<file path="src/rtl/dvp_tx_pkg.sv">
// Shared definitions for the DVP frame transmitter: FSM state encoding,
// line-length arithmetic and the byte-phase meaning of hcnt[0].
package dvp_tx_pkg;

  typedef enum logic [2:0] {
    S_IDLE,
    S_VSYNC,
    S_VBP,
    S_ACTIVE,
    S_VFP
  } state_t;

  localparam logic BYTE_HI = 1'b0;
  localparam logic BYTE_LO = 1'b1;

  function automatic int line_len(input int h_active, input int h_blank);
    return 2 * h_active + h_blank;
  endfunction

  function automatic int max4(input int a, input int b, input int c, input int d);
    int m;
    m = a;
    if (b > m) m = b;
    if (c > m) m = c;
    if (d > m) m = d;
    return m;
  endfunction

endpackage

</file>
<file path="src/rtl/dvp_timing_cnt.sv">
// Byte-slot (hcnt) and line-period (vcnt) counters, advancing once per enabled tick.
// o_eol flags the last slot of a line; o_eos the last slot of the current state's last line.
module dvp_timing_cnt
  import dvp_tx_pkg::*;
#(
  parameter int H_ACTIVE = 640,
  parameter int H_BLANK  = 144,
  parameter int H_W      = 10,
  parameter int V_W      = 9
) (
  input  logic           clk,
  input  logic           rst,
  input  logic           i_en,
  input  logic [V_W-1:0] i_lines,
  output logic [H_W-1:0] o_hcnt,
  output logic           o_eol,
  output logic           o_eos
);

  localparam logic [H_W-1:0] H_LAST = H_W'(line_len(H_ACTIVE, H_BLANK) - 1);

  logic [H_W-1:0] r_hcnt;
  logic [V_W-1:0] r_vcnt;

  assign o_hcnt = r_hcnt;
  assign o_eol  = (r_hcnt == H_LAST);
  assign o_eos  = o_eol && (r_vcnt == (i_lines - V_W'(1)));

  // Both counters come back to zero at the end of every state, so a new state starts at slot 0.
  always_ff @(posedge clk or negedge rst) begin
    if (!rst) begin
      r_hcnt <= '0;
      r_vcnt <= '0;
    end else if (i_en) begin
      if (o_eol) begin
        r_hcnt <= '0;
        r_vcnt <= o_eos ? '0 : r_vcnt + V_W'(1);
      end else begin
        r_hcnt <= r_hcnt + H_W'(1);
      end
    end
  end

endmodule

</file>
<file path="src/rtl/dvp_frame_tx.sv">
// Camera-side DVP transmitter: plays an RGB565 frame RAM out as vsync/href/p_data with sensor timing.
// Levels track the slot being presented; mem_rd/p_valid/frame_done are tick-qualified strobes; no backpressure.
module dvp_frame_tx
  import dvp_tx_pkg::*;
#(
  parameter int H_ACTIVE    = 640,
  parameter int V_ACTIVE    = 480,
  parameter int H_BLANK     = 144,
  parameter int VSYNC_LINES = 3,
  parameter int V_BP        = 17,
  parameter int V_FP        = 10,
  parameter int ADDR_W      = 17
) (
  input  logic              clk,
  input  logic              rst,
  input  logic              tick,
  input  logic              start,
  input  logic              continuous,
  output logic [ADDR_W-1:0] mem_addr,
  output logic              mem_rd,
  input  logic [15:0]       mem_data,
  output logic              vsync,
  output logic              href,
  output logic [7:0]        p_data,
  output logic              p_valid,
  output logic              busy,
  output logic              frame_done
);

  localparam int L_LEN = line_len(H_ACTIVE, H_BLANK);
  localparam int H_W   = $clog2(L_LEN);
  localparam int V_W   = $clog2(max4(VSYNC_LINES, V_BP, V_ACTIVE, V_FP) + 1);
  localparam logic [H_W-1:0] H_BYTES     = H_W'(2 * H_ACTIVE);
  localparam logic [H_W-1:0] H_LAST_BYTE = H_W'(2 * H_ACTIVE - 1);
  // Line 0 is prefetched in the last pre-active slot, so VSYNC_LINES + V_BP must be at least 1.
  localparam state_t S_FIRST      = (VSYNC_LINES > 0) ? S_VSYNC : S_VBP;
  localparam state_t S_POST_VSYNC = (V_BP > 0) ? S_VBP : S_ACTIVE;

  state_t            r_state;
  state_t            w_state_nxt;
  logic [H_W-1:0]    w_hcnt;
  logic              w_eol;
  logic              w_eos;
  logic [V_W-1:0]    w_lines;
  logic              w_cnt_en;
  logic              w_in_line;
  logic              w_frame_end;
  logic              w_rd_pixel;
  logic              w_rd_line;
  logic [ADDR_W-1:0] r_addr;
  logic [7:0]        r_lo;

  dvp_timing_cnt #(
    .H_ACTIVE (H_ACTIVE),
    .H_BLANK  (H_BLANK),
    .H_W      (H_W),
    .V_W      (V_W)
  ) u_cnt (
    .clk     (clk),
    .rst     (rst),
    .i_en    (w_cnt_en),
    .i_lines (w_lines),
    .o_hcnt  (w_hcnt),
    .o_eol   (w_eol),
    .o_eos   (w_eos)
  );

  always_comb begin
    w_lines = '0;
    case (r_state)
      S_VSYNC:  w_lines = V_W'(VSYNC_LINES);
      S_VBP:    w_lines = V_W'(V_BP);
      S_ACTIVE: w_lines = V_W'(V_ACTIVE);
      S_VFP:    w_lines = V_W'(V_FP);
      default:  w_lines = '0;
    endcase
  end

  always_ff @(posedge clk or negedge rst) begin
    if (!rst) begin
      r_state <= S_IDLE;
    end else begin
      r_state <= w_state_nxt;
    end
  end

  always_comb begin
    w_state_nxt = r_state;
    w_frame_end = 1'b0;
    w_rd_line   = 1'b0;
    case (r_state)
      S_IDLE: begin
        if (start) w_state_nxt = S_FIRST;
      end
      S_VSYNC: begin
        if (tick && w_eos) w_state_nxt = S_POST_VSYNC;
      end
      S_VBP: begin
        if (tick && w_eos) w_state_nxt = S_ACTIVE;
      end
      S_ACTIVE: begin
        if (tick && w_eos) begin
          if (V_FP > 0) begin
            w_state_nxt = S_VFP;
          end else begin
            w_frame_end = 1'b1;
            w_state_nxt = continuous ? S_FIRST : S_IDLE;
          end
        end
      end
      S_VFP: begin
        if (tick && w_eos) begin
          w_frame_end = 1'b1;
          w_state_nxt = continuous ? S_FIRST : S_IDLE;
        end
      end
      default: w_state_nxt = S_IDLE;
    endcase
    // Pixel 0 of the next active line is fetched in the last slot of the line before it.
    w_rd_line = w_eol && (((r_state == S_ACTIVE) && !w_eos) ||
                          ((r_state != S_ACTIVE) && w_eos && (w_state_nxt == S_ACTIVE)));
  end

  assign w_cnt_en   = tick && (r_state != S_IDLE);
  assign w_in_line  = (r_state == S_ACTIVE) && (w_hcnt < H_BYTES);
  assign w_rd_pixel = w_in_line && (w_hcnt[0] == BYTE_LO) && (w_hcnt != H_LAST_BYTE);

  assign mem_rd     = tick && (w_rd_pixel || w_rd_line);
  assign mem_addr   = r_addr;
  assign vsync      = (r_state == S_VSYNC);
  assign href       = w_in_line;
  assign p_valid    = tick && w_in_line;
  assign busy       = (r_state != S_IDLE);
  assign frame_done = w_frame_end;
  // The high byte comes straight from the RAM, which holds it for the whole slot.
  assign p_data     = !w_in_line ? 8'h00 :
                      (w_hcnt[0] == BYTE_LO) ? r_lo : mem_data[15:8];

  always_ff @(posedge clk or negedge rst) begin
    if (!rst) begin
      r_addr <= '0;
    end else if (w_frame_end || (r_state == S_IDLE)) begin
      r_addr <= '0;
    end else if (mem_rd) begin
      r_addr <= r_addr + ADDR_W'(1);
    end
  end

  always_ff @(posedge clk or negedge rst) begin
    if (!rst) begin
      r_lo <= 8'h00;
    end else if (tick && w_in_line && (w_hcnt[0] == BYTE_HI)) begin
      r_lo <= mem_data[7:0];
    end
  end

endmodule

</file>
<file path="config.mk">
export PLATFORM = sky130hd
export DESIGN_NAME = dvp_frame_tx
export DESIGN_NICKNAME = d
export VERILOG_FILES = /design/src/rtl/dvp_tx_pkg.sv /design/src/rtl/dvp_timing_cnt.sv /design/src/rtl/dvp_frame_tx.sv
export SDC_FILE = /design/constraint.sdc
export NUM_CORES = 1
export LEC_CHECK = 0
export BUFFER_PORTS_ARGS = -buffer_cell sky130_fd_sc_hd__buf_2
export CAP_MARGIN = 20
export CORE_AREA = 2 2 75 77
export CTS_CLUSTER_DIAMETER = 60
export DETAILED_ROUTE_END_ITERATION = 10
export DIE_AREA = 0 0 77 79
export PLACE_DENSITY = 0.78
export SLEW_MARGIN = 20
export SYNTH_ARGS = -nofsm -noshare
export SYNTH_HDL_FRONTEND = slang
export SYNTH_SLANG_ARGS = --single-unit
</file>
<file path="constraint.sdc">
create_clock -name clk -period 10.2 [get_ports clk]
set_input_delay 1.02 -clock clk [delete_from_list [all_inputs] [get_ports clk]]
set_output_delay 1.02 -clock clk [all_outputs]
set_load 0.02 [all_outputs]
</file>
; ---- Word-level counts from Yosys, hierarchy flattened
; Index checks and enable logic that the tools add are counted.
[word_totals]
ff_bits = 48
in_bits = 21
out_inout_bits = 31
elab_cells = 57
[classes]
addsub = 4
order_cmp = 1
eq_ne = 9
n_mux = 16
bitwise_logic = 1
reduce_logical = 21
[ops]
columns = cell, count
row1 = case mux 9 bit (4 select lines), 1
row2 = 2-to-1 mux 17 bit, 2
row3 = adder 17 x 1 -> 17 bit (second input constant), 1
row4 = 2-to-1 mux 8 bit, 2
row5 = 2-to-1 mux 3 bit, 5
row6 = case mux 3 bit (5 select lines), 1
row7 = logical AND 1 bit, 13
row8 = adder 11 x 1 -> 11 bit (second input constant), 1
row9 = equality test 11 bit (second input constant), 1
row10 = < comparator 11 bit (second input constant), 1
row11 = 2-to-1 mux 11 bit, 1
row12 = inequality test 11 bit (second input constant), 1
row13 = adder 9 x 1 -> 9 bit (second input constant), 1
row14 = equality test 3 x 2 -> 1 bit (second input constant), 3
row15 = equality test 9 bit, 1
row16 = 2-to-1 mux 9 bit, 1
row17 = subtractor 9 x 1 -> 9 bit (second input constant), 1
row18 = equality test 3 x 1 -> 1 bit (second input constant), 1
row19 = equality test 3 bit (second input constant), 1
row20 = zero test 3 bit, 1
row21 = logical OR 1 bit, 3
row22 = 2-to-1 mux 1 bit, 3
row23 = inequality test 3 x 2 -> 1 bit (second input constant), 1
row24 = nonzero test 3 bit, 1
row25 = 4 further kinds, 4

; ---- Longest topological paths before layout
[depth]
depth_word = 16
depth_mapped = 16
mapped_depth_nobuf = 12

; ---- By module
; A second synthesis with hierarchy kept.
[hier_totals]
cells_unflattened = 337
hier_area_um2 = 3213.1
[by_module_without_submodules]
columns = mod, instances, cells_each, area_per_inst_um2, seq_area_each_um2
row1 = dvp_frame_tx, 1, 185, 1784.2, 700.7
row2 = dvp_timing_cnt, 1, 152, 1428.9, 500.5

; ---- Worst setup path before layout
; Ideal clock, no wire load.
[synth_path]
path_kind = reg2out
start = register r_state[2]
end = output port frame_done
arrival_time_ps = 3513
t_required_ps = 9180
slack_ps = 5667
path_stages_with_launch = 15
path_buffers = 4
cell_sequence = dfrtp_1 -> clkbuf_1 -> clkbuf_1 -> nor2_1 -> a21oi_1 -> ha_1 -> ha_1 -> xnor2_1 -> or4b_2 -> o211ai_1 -> and3_1 -> buf_6 -> clkbuf_1 -> nand2_1 -> nor2_1
[synth_between]
elab_chain_len = 8
word_cells_on_any_way = 11
classes_between = add/sub (1) / eq/ne (5) / mux (3) / reduce/logical (2)
[synth_lines]
columns = item, line
row1 = "start, declared", dvp_frame_tx.sv:39  ; state_t r_state;
row2 = "start signal, assigned", dvp_frame_tx.sv:83  ; r_state <= w_state_nxt;
row3 = equality test 3 x 1 -> 1 bit, --
row4 = via vsync, dvp_frame_tx.sv:22  ; output logic vsync,
row5 = case mux 9 bit (4 select lines), dvp_frame_tx.sv:70  ; case (r_state)
row6 = subtractor 9 x 1 -> 9 bit, dvp_timing_cnt.sv:27  ; assign o_eos = o_eol && (r_vcnt == (i_lines - V_W'(1)));
row7 = equality test 9 bit, dvp_timing_cnt.sv:27
row8 = logical AND 1 bit, dvp_timing_cnt.sv:27
row9 = logical AND 1 bit, "dvp_frame_tx.sv:102, dvp_frame_tx.sv:112"
row10 = 2-to-1 mux 1 bit, dvp_frame_tx.sv:112  ; if (tick && w_eos) begin
row11 = 2-to-1 mux 1 bit, --
row12 = "end, declared", dvp_frame_tx.sv:27  ; output logic frame_done
; The timed path passes the listed nets, and every way through them passes these cells.

; ---- Final worst setup path
[layout_path]
start = register r_state[0]
end = output port mem_rd
[layout_between]
elab_chain_len = 14
word_cells_on_any_way = 29
classes_between = add/sub (1) / eq/ne (7) / mux (7) / reduce/logical (14)
[layout_lines]
columns = item, line
row1 = "equality test 3 bit, or another cell as far along", "dvp_frame_tx.sv:70, dvp_frame_tx.sv:91"
row2 = case mux 9 bit (4 select lines), dvp_frame_tx.sv:70
row3 = subtractor 9 x 1 -> 9 bit, dvp_timing_cnt.sv:27
row4 = equality test 9 bit, dvp_timing_cnt.sv:27
row5 = logical AND 1 bit, dvp_timing_cnt.sv:27
row6 = logical AND 1 bit, --
row7 = "2-to-1 mux 3 bit, on equally long branches", --
row8 = case mux 3 bit (5 select lines), dvp_frame_tx.sv:91  ; case (r_state)
row9 = equality test 3 x 2 -> 1 bit, dvp_frame_tx.sv:121  ; ((r_state != S_ACTIVE) && w_eos && (w_state_nxt == S_ACTIVE)));
row10 = logical AND 1 bit, dvp_frame_tx.sv:121
row11 = logical OR 1 bit, dvp_frame_tx.sv:120  ; w_rd_line = w_eol && (((r_state == S_ACTIVE) && !w_eos) ||
row12 = logical AND 1 bit, dvp_frame_tx.sv:120
row13 = logical OR 1 bit *, dvp_frame_tx.sv:128  ; assign mem_rd = tick && (w_rd_pixel || w_rd_line);
row14 = logical AND 1 bit *, dvp_frame_tx.sv:128
row15 = "end, declared", dvp_frame_tx.sv:20  ; output logic mem_rd,
; Every way passes the cells marked *; elsewhere a longest branch is shown, timed or not.

==> impl_results.md <==
- Status: complete, no violations
- Crit path launch type: flop
- H-Tree Depth: 2
- # port buffers: 51
- CP endpoint kind: output pin
- Routed Antenna Nets: 0
- First-pass GRT wire length: 10400 um
- Fmax: 0.198 GHz
- Peak VDD IR: 0.0000695 V
- End of the critical path: mem_rd
- Cell Area, Synth: 0.00285 sq mm
- Clk Tree Root Cell: clkbuf_8
- Clock buffer depth: 2
- Worst slew margin: 0.577
- Vias/cell: 5.64
- GP Congestion: 0.845
- Crit Path Category: reg2out
- Reg-to-reg startpoint: r_state[0]
- Row Count: 27
- Vias post-DR: 2436
- Synth Net Count: 340
- Slack of the critical path: 5.15 ns
- Slew Limit Fails: 0
- Vias in the first global route: 2306
- CTS sink cnt: 48
- Core Box Area: 0.00534 sq mm
- Clock Pin Slew Worst Setup and Hold Paths: 0.09 ns
- Final instance area: 0.00323 sq mm
- Initial Util: 0.534
- CTS Hold Bufs: 0
- CP arrival: 4.03 ns
- Number of CTS-inserted buffers: 5
- Fin crit period: 5.05 ns
- DR WL/cell: 13.7 um
- Post-cts resize count: 0
- Final WL: 5910 um
- Final hold violation count: 0
- Sequential Power Share: 0.588
- Post-synth EDFFs: 0
- WP data required: 9.18 ns
- Crit Path Max Fanout: 29
- Fin crit share: 0.495
- Final setup viols: 0
- Drt drc: 0
- Hold_sp: u_cnt.o_hcnt[2]
- Netlist cell types: 47
- First-pass iteration count of the detailed router: 4
- Filler Cell Count: 482
- Static leakage: 1.53 nW
- Reg-to-reg endpoint: mem_addr[5]
- Prevailing post-synth register cell: dfrtp_1
- Post-CTS setup repair buffer count: 0
- Synth Warn #: 0
- Clk network pwr share: 0.328
- Clock Latency Late Sink: 0.30 ns
- Detailed placement HPWL: 4320 um
- Post-Synthesis Cells: 314
- Nets: 385
- I/O pin cnt: 52
- Gr usage total: 0.212
- Placed Area: 0.00313 sq mm
- Seq cells post-synth: 48
- TNS Setup: 0 ns
- Power Dens Cells: 114 mW/mm^2
- Max Cap Viol: 0
- Grt total ovfl: 0
- Initial antenna violation count: 0
- Pin count of the biggest net entering global routing: 49
- Pint: 0.273 mW
- DIE AREA: 0.00608 sq mm
- Ys async rst share: 1.00
- Die width: 77 um
- Worst slew pin tran: 0.634 ns
- Reg2reg path depth: 12
- Combinational group share of total power: 0.084
- Initial drt markers: 158
- Layout Skew: 0.0110 ns
- Post-synthesis sequential area ratio: 0.422
- RSZ-0062 raised after global routing: no
- Sw frac: 0.255
- Die Y: 79 um
- R2R setup slack: 5.95 ns
- Antenna Cells: 0
- Critical path startpoint: r_state[0]
- Layout cell share with drive strength beyond 1: 0.214
- Avg Inst Size Synth: 9.07 sq um
- Switch Pwr: 0.0935 mW
- Hold Path Class: reg2reg
- Post-layout total power: 0.366 mW
- Pre-CTS setup slack: 5.50 ns
- Layout area overhead: 13.3%
- CTS tree: yes
[cells in the mapped netlist, drive strengths merged, types with 8 or more instances]
cell	instances	area, sq um
and3	10	62.6
nor2	26	97.6
o21ai	27	135
o31ai	8	60.1
inv	9	33.8
buf	8	56.3
dfrtp	48	1200
mux2	11	124
clkbuf	8	30.0
nand3	22	110
a21oi	17	85.1
mux2i	9	90.1
nand2	29	109
xnor2	11	96.3
[cells in the final DEF (no fill, tap or decap), types with 2 or more instances in the layout]
cell	count
clkbuf_8	6
nand4_1	4
or3_1	7
a31oi_1	4
mux2_2	10
o21ai_0	22
buf_2	51
and2_1	6
nand2b_1	3
nor4bb_1	2
nor2b_1	2
o31ai_1	8
ha_1	5
a21oi_1	17
o211ai_1	3
o22ai_1	2
nand3_1	22
o21ai_1	5
mux2i_1	9
or4_1	5
and3_1	10
buf_4	3
xor2_1	6
a2111oi_0	2
dfrtp_1	48
nor3_1	5
nand2_1	29
a21o_1	2
inv_1	8
nor2_1	26
xnor2_1	11
[critical path, stage by stage (launching register included)]
cell and delay [ns]:
dfrtp_1 0.54, nor2_1 0.43, a21oi_1 0.14, ha_1 0.25, ha_1 0.25, xnor2_1 0.18, or4b_2 0.60, o211ai_1 0.14
and3_1 0.58, a211oi_2 0.14, buf_4 0.24, inv_1 0.07, buf_2 0.15
[power groups by stage]
stage / combinational, mW / sequential [mW] / clock (mW)
CTS: 0.0315 / 0.215 / 0.125
global route: 0.0352 / 0.218 / 0.132
floorplan: 0.0224 / 0.214 / 0
detailed placement: 0.0312 / 0.219 / 0
global placement: 0.0300 / 0.218 / 0
finish: 0.0307 / 0.215 / 0.120
[kinds of logic (layout without fill, tap and decap cells)]
group / after synthesis / after routing / share of synthesized area
xor+xnor: 17 / 17 / 0.0523
flops: 48 / 48 / 0.422
buf+inv: 25 / 71 / 0.0422
mux: 20 / 20 / 0.0751
fa+ha+maj: 5 / 5 / 0.0220
compound gates: 73 / 73 / 0.160
simple gates: 126 / 126 / 0.227
[layout make-up]
type                       count  area, sq um  share of cell area
inverter                       9         33.8              0.0105
clock inverter                 2         13.8             0.00427
clock buffer                   6         82.6              0.0256
timing repair buffer          54          278              0.0861
sequential                    48         1200               0.372
multi-input combinational    241         1530               0.473
tap                           72         90.1              0.0279
[registers in the layout (all words and copies together) (netlist names)]
name and count:
mem_addr 17, r_lo 8, r_state 3, u_cnt.o_hcnt 11, u_cnt.r_vcnt 9
[worst min-delay path by stage]
stage | cells after the start | to
4_1_cts | 1 | u_cnt.o_hcnt[2]
2_1_floorplan | 1 | u_cnt.o_hcnt[2]
6_report | 1 | u_cnt.o_hcnt[2]
3_5_place_dp | 1 | r_lo[5]
3_3_place_gp | 1 | u_cnt.o_hcnt[2]
5_1_grt | 1 | r_lo[0]
[per-layer routing]
metal,track usage,vias to the layer above,share of wire
li1,-,1225,-
met1,0.278,1144,0.48
met2,0.352,57,0.46
met3,0.0443,10,0.047
met4,0.0714,0,0.016
met5,0,-,0
[metrics by stage]
| step | cells | util | hold slack [ns] |
|---|---|---|---|
| floorplan | 314 | - | 0.450 |
| global placement | 424 | 0.586 | 0.475 |
| detailed placement | 424 | 0.586 | 0.496 |
| CTS | 432 | 0.605 | 0.518 |
| global route | 432 | 0.605 | 0.529 |
| finish | 432 | 0.605 | 0.507 |
Note: power is estimated with default switching activity, not from simulation.
